<file path="src/rtl/layer_wr_pkg.sv">
// Shared constants, state type and width helper for the layer write controller.
package layer_wr_pkg;

  localparam int LAYERS_DEF = 8;
  localparam int WORDS_DEF  = 64;
  localparam int BYTES_DEF  = 3;

  localparam logic [7:0] CMD_WR_START = 8'h2C;
  localparam logic [7:0] CMD_SHOW     = 8'h29;

  typedef enum logic {
    IDLE    = 1'b0,
    WR_DATA = 1'b1
  } wr_state_e;

  function automatic int cnt_width(input int n);
    return (n > 1) ? $clog2(n) : 1;
  endfunction

endpackage

</file>
<file path="src/rtl/layer_wr_if.sv">
// Host byte stream in, per-layer RAM write bus out; slave modport is the controller side.
interface layer_wr_if #(
  parameter int LAYERS = 8,
  parameter int WORDS  = 64
);
  localparam int WW = (WORDS > 1) ? $clog2(WORDS) : 1;

  logic              byte_rdy_in;
  logic              dc_in;
  logic [7:0]        byte_data_in;
  logic [LAYERS-1:0] layer_en_out;
  logic [WW-1:0]     word_idx_out;
  logic [3:0]        byte_sel_out;
  logic [7:0]        byte_data_out;
  logic              frame_rdy_out;
  logic              wr_active_out;

  modport master (
    output byte_rdy_in, dc_in, byte_data_in,
    input  layer_en_out, word_idx_out, byte_sel_out, byte_data_out,
           frame_rdy_out, wr_active_out
  );

  modport slave (
    input  byte_rdy_in, dc_in, byte_data_in,
    output layer_en_out, word_idx_out, byte_sel_out, byte_data_out,
           frame_rdy_out, wr_active_out
  );

endinterface

</file>
<file path="src/rtl/layer_wr_addr.sv">
// Byte/word/layer position counters for the frame being written, with carry chain
// and a flag marking the final byte of the final layer.
module layer_wr_addr
  import layer_wr_pkg::*;
#(
  parameter int LAYERS = LAYERS_DEF,
  parameter int WORDS  = WORDS_DEF,
  parameter int BYTES  = BYTES_DEF,
  localparam int BW = cnt_width(BYTES),
  localparam int WW = cnt_width(WORDS),
  localparam int LW = cnt_width(LAYERS)
) (
  input  logic          clk_in,
  input  logic          rst_in,
  input  logic          clear_in,
  input  logic          adv_in,
  output logic [BW-1:0] byte_cnt_out,
  output logic [WW-1:0] word_cnt_out,
  output logic [LW-1:0] layer_cnt_out,
  output logic          last_out
);

  logic [BW-1:0] byte_q, byte_d;
  logic [WW-1:0] word_q, word_d;
  logic [LW-1:0] layer_q, layer_d;
  logic          byte_wrap, word_wrap, layer_wrap;

  assign byte_wrap  = (byte_q  == BW'(BYTES - 1));
  assign word_wrap  = (word_q  == WW'(WORDS - 1));
  assign layer_wrap = (layer_q == LW'(LAYERS - 1));

  always_comb begin
    byte_d  = byte_q;
    word_d  = word_q;
    layer_d = layer_q;
    if (clear_in) begin
      byte_d  = '0;
      word_d  = '0;
      layer_d = '0;
    end else if (adv_in) begin
      if (byte_wrap) begin
        byte_d = '0;
        if (word_wrap) begin
          word_d  = '0;
          layer_d = layer_wrap ? '0 : layer_q + 1'b1;
        end else begin
          word_d = word_q + 1'b1;
        end
      end else begin
        byte_d = byte_q + 1'b1;
      end
    end
  end

  always_ff @(posedge clk_in) begin
    if (rst_in) begin
      byte_q  <= '0;
      word_q  <= '0;
      layer_q <= '0;
    end else begin
      byte_q  <= byte_d;
      word_q  <= word_d;
      layer_q <= layer_d;
    end
  end

  assign byte_cnt_out  = byte_q;
  assign word_cnt_out  = word_q;
  assign layer_cnt_out = layer_q;
  assign last_out      = byte_wrap & word_wrap & layer_wrap;

endmodule

</file>
<file path="src/rtl/layer_wr_ctl.sv">
// Parses host command/data bytes into per-layer RAM writes and frame-ready strobes.
// Optional FRAME_AUTO_SHOW_EN: finishing the last layer also pulses frame_rdy_out.
module layer_wr_ctl
  import layer_wr_pkg::*;
#(
  parameter int LAYERS = LAYERS_DEF,
  parameter int WORDS  = WORDS_DEF,
  parameter int BYTES  = BYTES_DEF
) (
  input logic       clk_in,
  input logic       rst_in,
  layer_wr_if.slave bus
);

  localparam int BW = cnt_width(BYTES);
  localparam int WW = cnt_width(WORDS);
  localparam int LW = cnt_width(LAYERS);

`ifdef FRAME_AUTO_SHOW_EN
  localparam bit AUTO_SHOW = 1'b1;
`else
  localparam bit AUTO_SHOW = 1'b0;
`endif

  wr_state_e         state_q, state_d;
  logic [LAYERS-1:0] layer_en_q, layer_en_d;
  logic [WW-1:0]     word_idx_q, word_idx_d;
  logic [3:0]        byte_sel_q, byte_sel_d;
  logic [7:0]        byte_data_q, byte_data_d;
  logic              frame_rdy_q, frame_rdy_d;
  logic              finish_q, finish_d;

  logic              cnt_clear, cnt_adv, cnt_last;
  logic [BW-1:0]     byte_cnt;
  logic [WW-1:0]     word_cnt;
  logic [LW-1:0]     layer_cnt;

  layer_wr_addr #(
    .LAYERS (LAYERS),
    .WORDS  (WORDS),
    .BYTES  (BYTES)
  ) u_addr (
    .clk_in        (clk_in),
    .rst_in        (rst_in),
    .clear_in      (cnt_clear),
    .adv_in        (cnt_adv),
    .byte_cnt_out  (byte_cnt),
    .word_cnt_out  (word_cnt),
    .layer_cnt_out (layer_cnt),
    .last_out      (cnt_last)
  );

  // layer_en follows the layer counter, so it moves one cycle after the carry write.
  always_comb begin
    state_d     = state_q;
    layer_en_d  = layer_en_q;
    word_idx_d  = word_idx_q;
    byte_sel_d  = '0;
    byte_data_d = byte_data_q;
    frame_rdy_d = 1'b0;
    finish_d    = 1'b0;
    cnt_clear   = 1'b0;
    cnt_adv     = 1'b0;

    if (state_q == WR_DATA) begin
      layer_en_d = LAYERS'(1) << layer_cnt;
    end

    if (finish_q) begin
      state_d     = IDLE;
      layer_en_d  = '0;
      frame_rdy_d = AUTO_SHOW;
    end

    if (bus.byte_rdy_in) begin
      if (!bus.dc_in) begin
        case (bus.byte_data_in)
          CMD_WR_START: begin
            state_d    = WR_DATA;
            layer_en_d = LAYERS'(1);
            cnt_clear  = 1'b1;
          end
          CMD_SHOW: frame_rdy_d = 1'b1;
          default: begin
            if (state_q == WR_DATA) begin
              state_d    = IDLE;
              layer_en_d = '0;
            end
          end
        endcase
      end else if (state_q == WR_DATA && !finish_q) begin
        byte_sel_d  = 4'b0001 << byte_cnt;
        byte_data_d = bus.byte_data_in;
        word_idx_d  = word_cnt;
        cnt_adv     = 1'b1;
        finish_d    = cnt_last;
      end
    end
  end

  always_ff @(posedge clk_in) begin
    if (rst_in) begin
      state_q     <= IDLE;
      layer_en_q  <= '0;
      word_idx_q  <= '0;
      byte_sel_q  <= '0;
      byte_data_q <= '0;
      frame_rdy_q <= 1'b0;
      finish_q    <= 1'b0;
    end else begin
      state_q     <= state_d;
      layer_en_q  <= layer_en_d;
      word_idx_q  <= word_idx_d;
      byte_sel_q  <= byte_sel_d;
      byte_data_q <= byte_data_d;
      frame_rdy_q <= frame_rdy_d;
      finish_q    <= finish_d;
    end
  end

  assign bus.layer_en_out  = layer_en_q;
  assign bus.word_idx_out  = word_idx_q;
  assign bus.byte_sel_out  = byte_sel_q;
  assign bus.byte_data_out = byte_data_q;
  assign bus.frame_rdy_out = frame_rdy_q;
  assign bus.wr_active_out = (state_q == WR_DATA);

endmodule

</file>
<file path="src/flat_wrapper.sv">
// flat-port wrapper written by rule: the top's interface ports become plain ports
module layer_wr_ctl_flat import layer_wr_pkg::*;
#(
  parameter int LAYERS = LAYERS_DEF,
  parameter int WORDS  = WORDS_DEF,
  parameter int BYTES  = BYTES_DEF
)
  (clk_in, rst_in, bus_byte_rdy_in, bus_dc_in, bus_byte_data_in, bus_layer_en_out, bus_word_idx_out, bus_byte_sel_out, bus_byte_data_out, bus_frame_rdy_out, bus_wr_active_out);
  layer_wr_if #(.LAYERS(LAYERS), .WORDS(WORDS)) bus_i ();
  input logic clk_in;
  input logic rst_in;
  input wire logic [$bits(bus_i.byte_rdy_in)-1:0] bus_byte_rdy_in;
  input wire logic [$bits(bus_i.dc_in)-1:0] bus_dc_in;
  input wire logic [$bits(bus_i.byte_data_in)-1:0] bus_byte_data_in;
  output wire logic [$bits(bus_i.layer_en_out)-1:0] bus_layer_en_out;
  output wire logic [$bits(bus_i.word_idx_out)-1:0] bus_word_idx_out;
  output wire logic [$bits(bus_i.byte_sel_out)-1:0] bus_byte_sel_out;
  output wire logic [$bits(bus_i.byte_data_out)-1:0] bus_byte_data_out;
  output wire logic [$bits(bus_i.frame_rdy_out)-1:0] bus_frame_rdy_out;
  output wire logic [$bits(bus_i.wr_active_out)-1:0] bus_wr_active_out;
  assign bus_i.byte_rdy_in = bus_byte_rdy_in;
  assign bus_i.dc_in = bus_dc_in;
  assign bus_i.byte_data_in = bus_byte_data_in;
  assign bus_layer_en_out = bus_i.layer_en_out;
  assign bus_word_idx_out = bus_i.word_idx_out;
  assign bus_byte_sel_out = bus_i.byte_sel_out;
  assign bus_byte_data_out = bus_i.byte_data_out;
  assign bus_frame_rdy_out = bus_i.frame_rdy_out;
  assign bus_wr_active_out = bus_i.wr_active_out;
  layer_wr_ctl #(.LAYERS(LAYERS), .WORDS(WORDS), .BYTES(BYTES)) u_core (.clk_in(clk_in), .rst_in(rst_in), .bus(bus_i));
endmodule
</file>
<file path="config.mk">
export PLATFORM = sky130hd
export DESIGN_NAME = layer_wr_ctl_flat
export DESIGN_NICKNAME = d
export VERILOG_FILES = /design/src/rtl/layer_wr_pkg.sv /design/src/rtl/layer_wr_if.sv /design/src/rtl/layer_wr_addr.sv /design/src/rtl/layer_wr_ctl.sv /design/src/flat_wrapper.sv
export SDC_FILE = /design/constraint.sdc
export NUM_CORES = 1
export LEC_CHECK = 0
export ABC_CLOCK_PERIOD_IN_PS = 3600
export CAP_MARGIN = 15
export CORE_MARGIN = 2
export CORE_UTILIZATION = 50
export CTS_BUF_LIST = sky130_fd_sc_hd__clkbuf_16
export DETAILED_ROUTE_END_ITERATION = 8
export HOLD_SLACK_MARGIN = 0.05
export PLACE_DENSITY = 0.83
export SYNTH_ARGS = -nofsm -noshare
export SYNTH_HDL_FRONTEND = slang
export SYNTH_HIERARCHICAL = 1
export SYNTH_SLANG_ARGS = --single-unit
</file>
<file path="constraint.sdc">
create_clock -name clk_in -period 3.6 [get_ports clk_in]
set_clock_uncertainty 0.2 [all_clocks]
set_input_delay 0.9 -clock clk_in [delete_from_list [all_inputs] [get_ports clk_in]]
set_output_delay 0.9 -clock clk_in [all_outputs]
set_load 0.005 [all_outputs]
</file>
**Yosys cells after proc, flatten, opt, wreduce, memory -nomap -nowiden**

Cells that the tools add are included.

- Add/sub/neg operators: 3
- Equality and inequality tests: 5
- Shift operators: 2
- Mux-type cells: 21
- Bitwise gates (word level): 5
- Reduce and logical (&&, ||, !) cells: 8

Operators with widths:

| operator | count |
|---|---|
| two-way mux 8 bit | 5 |
| equality test 8 x 6 -> 1 bit, second input constant | 2 |
| one-hot mux 8 bit (2 select lines) | 1 |
| two-way mux 1 bit | 11 |
| << shifter 1 x 3 -> 8 bit, first input constant | 1 |
| adder 6 x 1 -> 6 bit, second input constant | 1 |
| equality test 6 bit, second input constant | 1 |
| two-way mux 6 bit | 1 |
| AND reduction 3 bit | 2 |
| OR reduction 4 bit | 1 |
| << shifter 1 x 2 -> 4 bit, first input constant | 1 |
| adder 3 x 1 -> 3 bit, second input constant | 1 |
| equality test 3 bit, second input constant | 1 |
| two-way mux 3 bit | 1 |
| inverter 1 bit | 3 |
| OR reduction 3 bit | 1 |
| adder 2 x 1 -> 2 bit, second input constant | 1 |
| bitwise AND 1 bit | 2 |
| equality test 2 bit, second input constant | 1 |
| two-way mux 2 bit | 1 |
| one-hot mux 1 bit (2 select lines) | 1 |
| AND reduction 2 bit | 1 |
| OR reduction 2 bit | 1 |
| logical AND 1 bit | 1 |
| logical NOT 1 bit | 1 |

- Bits in registers: 40
- Input bits: 12
- Output and inout bits: 28
- Word-level logic and storage cells: 54

**Depth between registers and ports, before layout**

- Depth after elaboration: 7
- Depth in mapped cells: 9
- Gate-level depth less buffers: 6

**By module**

The synthesis kept the hierarchy.

Modules (own cells, without submodules):

| module | instances | cells each | area each (um^2) |
|---|---|---|---|
| layer_wr_ctl | 1 | 132 | 1174.9 |
| layer_wr_addr | 1 | 69 | 599.3 |

**Worst setup path before layout**

OpenSTA, ideal clock, no wires.

- Kind: input -> register
- Start: in bus_byte_rdy_in
- End: reg u_core.u_addr.word_q[3] (netlist: u_core/u_addr/word_cnt_out[3])
- Arrival time: 2.145 ns
- Slack: 1.185 ns
- Stages on the path: 9
- Buffers on the path: 3
- Cell sequence: nand3_1 or2_1 buf_6 clkinv_4 buf_6 nand2b_1 buf_6 or3_1 a21oi_1

- Cells in the longest elaborated chain, start to end: 2
- Elaborated cells between the ends (all ways): 4

Ends and longest elaborated chain:

| element | RTL line | text |
|---|---|---|
| from (decl) | flat_wrapper.sv:12 | `input wire logic [$bits(bus_i.byte_rdy_in)-1:0] bus_byte_rdy_in;` |
| two-way mux 1 bit | layer_wr_ctl.sv:75 | `if (bus.byte_rdy_in) begin` |
| named net u_core.cnt_adv | layer_wr_ctl.sv:33 | `logic cnt_clear, cnt_adv, cnt_last;` |
| AND reduction 2 bit (no line) | -- |  |
| to (signal assigned) | layer_wr_addr.sv:62 | `word_q <= word_d;` |
| to (decl) | layer_wr_addr.sv:24 | `logic [WW-1:0] word_q, word_d;` |

The timed path passes the listed nets, and every way through them passes these cells.
A chain may end at the register's enable or synchronous reset.

**Worst setup path in the final report**

- Start: in bus_byte_data_in[4]
- End: reg u_core.u_addr.word_q[5] (netlist: u_core/u_addr/word_cnt_out[5])

- Cells in the longest elaborated chain, start to end: 5

Ends and longest elaborated chain:

| element | RTL line | text |
|---|---|---|
| from (decl) | flat_wrapper.sv:14 | `input wire logic [$bits(bus_i.byte_data_in)-1:0] bus_byte_data_in;` |
| equality test 8 x 6 -> 1 bit | layer_wr_ctl.sv:77 | `case (bus.byte_data_in)` |
| two-way mux 1 bit | layer_wr_ctl.sv:77 |  |
| two-way mux 1 bit | layer_wr_ctl.sv:76 | `if (!bus.dc_in) begin` |
| two-way mux 1 bit | layer_wr_ctl.sv:75 |  |
| named net u_core.cnt_clear | layer_wr_ctl.sv:33 |  |
| OR reduction 2 bit (no line) | -- |  |

The timed path passes the listed nets, and every way through them passes these cells.

==> impl_results.md <==
* Status: finished, final reports clean
* Number of synthesized flops with an enable pin at 0
* Adder-cell share of the synthesized area at 2.116%
* Setup bufs post-CTS at 0
* Number of max-cap violations at 0
* Max_slew headroom at 56.82%
* Initial antenna violation count at 0
* Synth Flop Type: dfxtp_1
* DR vias/cell at 5.470
* CP max FO at 4
* Iteration-0 DRC Markers at 73
* Final wirelength at 3821 um
* Area growth syn-to-layout at 31.66%
* Die Height at 63.57 um
* CTS root buf: clkbuf_16
* Pre-Repair DR Iteration Count at 4
* Cell Rows at 21
* RSZ-0062 raised after global routing: no
* Crit path kind: input pin to register
* Least-Margin Pin Slew at 0.6427 ns
* H-tree Lvls at 2
* CP required at 3.59 ns
* Synth Area in Simple Gates at 28.98%
* FMAX at 379.8 MHz
* Unique masters post-synth at 47
* Worst hold path type: register to register
* DRC viols at 0
* TritonCTS clock tree: built
* Placed cell count at 279
* Post-layout min period at 2.633 ns
* Post-cts sizing count at 0
* XOR/XNOR Fraction of Synth Area at 0.9873%
* Asr flop ratio synth at 0%
* Synth Area in Compound Gates at 17.63%
* Largest family of logic cells by synthesized area: simple AND/OR/NAND/NOR gates
* Fillers at 287
* Hold buffers post-CTS at 0
* Die area at 4041 um2
* Number of antenna-violating nets in the routed design at 0
* Initial Util at 52.75%
* Post-Syn Area at 1774 um2
* Share of cells above drive strength 1 at 11.20%
* Final Hold Viols at 0
* Most common cell after layout, fill and taps aside: dfxtp_1
* RD Place Congestion at 0.8000
* Clk slew on worst S/H paths at 0.05 ns
* Sink Count at 40
* Dpl ws at 0.6782 ns
* Total Routing Usage GR at 20.41%
* First-pass GRT wire length at 6575 um
* Die W at 63.57 um
* Nets at 255
* Max IR drop VDD at 0.3334 mV
* Fin cells at 287
* Clock Latency Late Sink at 0.27 ns
* Most frequent cells in the layout: dfxtp_1, clkdlybuf4s50_1, nand2_1
* Buffers added on ports at 39
* Top Ports at 40
* Total core area at 3363 um2
* Setup_tns at 0 ns
* Tot Pwr at 956.1 uW
* CTS buffer count at 5
* Critical Path AT at 2.62 ns
* Syn Inst Count at 201
* Setup ws final at 0.9669 ns
* Global route overflow at 0
* N_diodes at 0
* CP Capture Type: register
* Post-Syn Area per Cell at 8.827 um2
* Post-Synthesis Net Count at 216
* HPWL after DPL at 2687 um
* Synthesized flop and latch total at 40
* WL/cell at 13.31 um
* # setup viols final at 0
* Final period util at 73.14%
* Startpoint Class: input pin
* Pwr dens at 409.3 nW/um2
* Vias at 1570
* Sequential area share after synthesis at 45.13%
* Vias in the first global route at 1492
* Fin. max-slew vios at 0
* Mux contribution to synthesized area at 0%
* Pleak at 0.8028 nW
* Largest net degree at the start of global routing at 23
* Syn. warnings at 6
* Clk buf depth at 2
## metrics by stage
| stage | instance area (um2) | util, % | hold WS, ns |
|---|---|---|---|
| 5_1_grt | 2336 | 69.46 | 0.2734 |
| 6_report | 2336 | 69.46 | 0.2516 |
| 4_1_cts | 2336 | 69.46 | 0.2546 |
| 3_5_place_dp | 2173 | 64.62 | 0.2469 |
| 3_3_place_gp | 2173 | 64.62 | 0.2412 |
| 2_1_floorplan | 1774 | - | 0.2405 |
## worst max-delay path: stages
cell,delay (ns)
clkdlybuf4s50_1,0.47
and4bb_2,0.28
nand3_2,0.10
nor2_1,0.07
or4b_1,0.50
o31a_1,0.25
o31ai_1,0.06
## power breakdown
group	switching, mW	internal, mW	total [mW]
logic	0.0157	0.0149	0.0306
registers	0.0000725	0.443	0.443
clock network	0.161	0.322	0.483
## final cells by class
class / instances / area, um2 / area share, %
Multi-Input combinational cell: 146 / 882.1 / 37.76
Sequential cell: 40 / 800.8 / 34.28
Timing Repair Buffer: 41 / 405.4 / 17.35
Clock buffer: 5 / 125.1 / 5.356
Tap cell: 46 / 57.56 / 2.464
Clock inverter: 3 / 37.54 / 1.607
Inverter: 6 / 27.53 / 1.178
## cells by family (layout without fill, tap and decap cells)
kind of cell | after synthesis | after routing
simple gates | 97 | 97
compound gates | 44 | 44
flops | 40 | 40
buf+inv | 15 | 55
fa+ha+maj | 3 | 3
xor+xnor | 2 | 2
## synthesized netlist by cell type (3+ instances only)
| cell | instances | area, um2 |
|---|---|---|
| a21oi_1 | 17 | 85.08 |
| a21oi_2 | 9 | 78.83 |
| a32oi_1 | 3 | 26.28 |
| and2_1 | 3 | 18.77 |
| buf_2 | 3 | 15.01 |
| buf_6 | 3 | 33.78 |
| dfxtp_1 | 40 | 800.8 |
| ha_1 | 3 | 37.54 |
| inv_1 | 4 | 15.01 |
| nand2_1 | 36 | 135.1 |
| nand2b_1 | 4 | 25.02 |
| nand3b_1 | 3 | 22.52 |
| nand4_1 | 6 | 37.54 |
| nor2_1 | 18 | 67.56 |
| o31ai_1 | 5 | 37.54 |
| or3_1 | 3 | 18.77 |
## path summary, 6_finish.rpt
path	slack [ns]	from	cells past startpoint	to
worst max register to register	1.48	u_core/bus.wr_active_out	6	u_core/u_addr/word_cnt_out[3]
worst min-delay path	0.25	u_core/bus.byte_data_out[0]	2	u_core/bus.byte_data_out[0]
worst min register to register	0.25	u_core/bus.byte_data_out[0]	2	u_core/bus.byte_data_out[0]
worst max-delay path	0.97	bus_byte_data_in[4]	7	u_core/u_addr/word_cnt_out[5]
## flip-flops by register name, summed over array words and instances, names as in the netlist
register                     cells
u_core/bus.word_idx_out          6
u_core/bus.frame_rdy_out         1
u_core/bus.byte_data_out         8
u_core/bus.wr_active_out         1
u_core/u_addr/word_cnt_out       6
u_core/u_addr/byte_cnt_out       2
u_core/bus.byte_sel_out          4
u_core/u_addr/layer_cnt_out      3
u_core/bus.layer_en_out          8
u_core/finish_q                  1
## per-layer routing
metal | GRT usage [%] | vias to the layer above | part of all wire, % | wire length (um)
met2 | 34.74 | 36 | 50 | 1897
li1 | - | 784 | - | -
met3 | 5.536 | 4 | 4.2 | 160
met1 | 23.69 | 746 | 45 | 1708
met4 | 9.511 | 0 | 1.4 | 55
met5 | 0 | - | 0 | 0
Note: power is estimated with default switching activity, not from simulation.
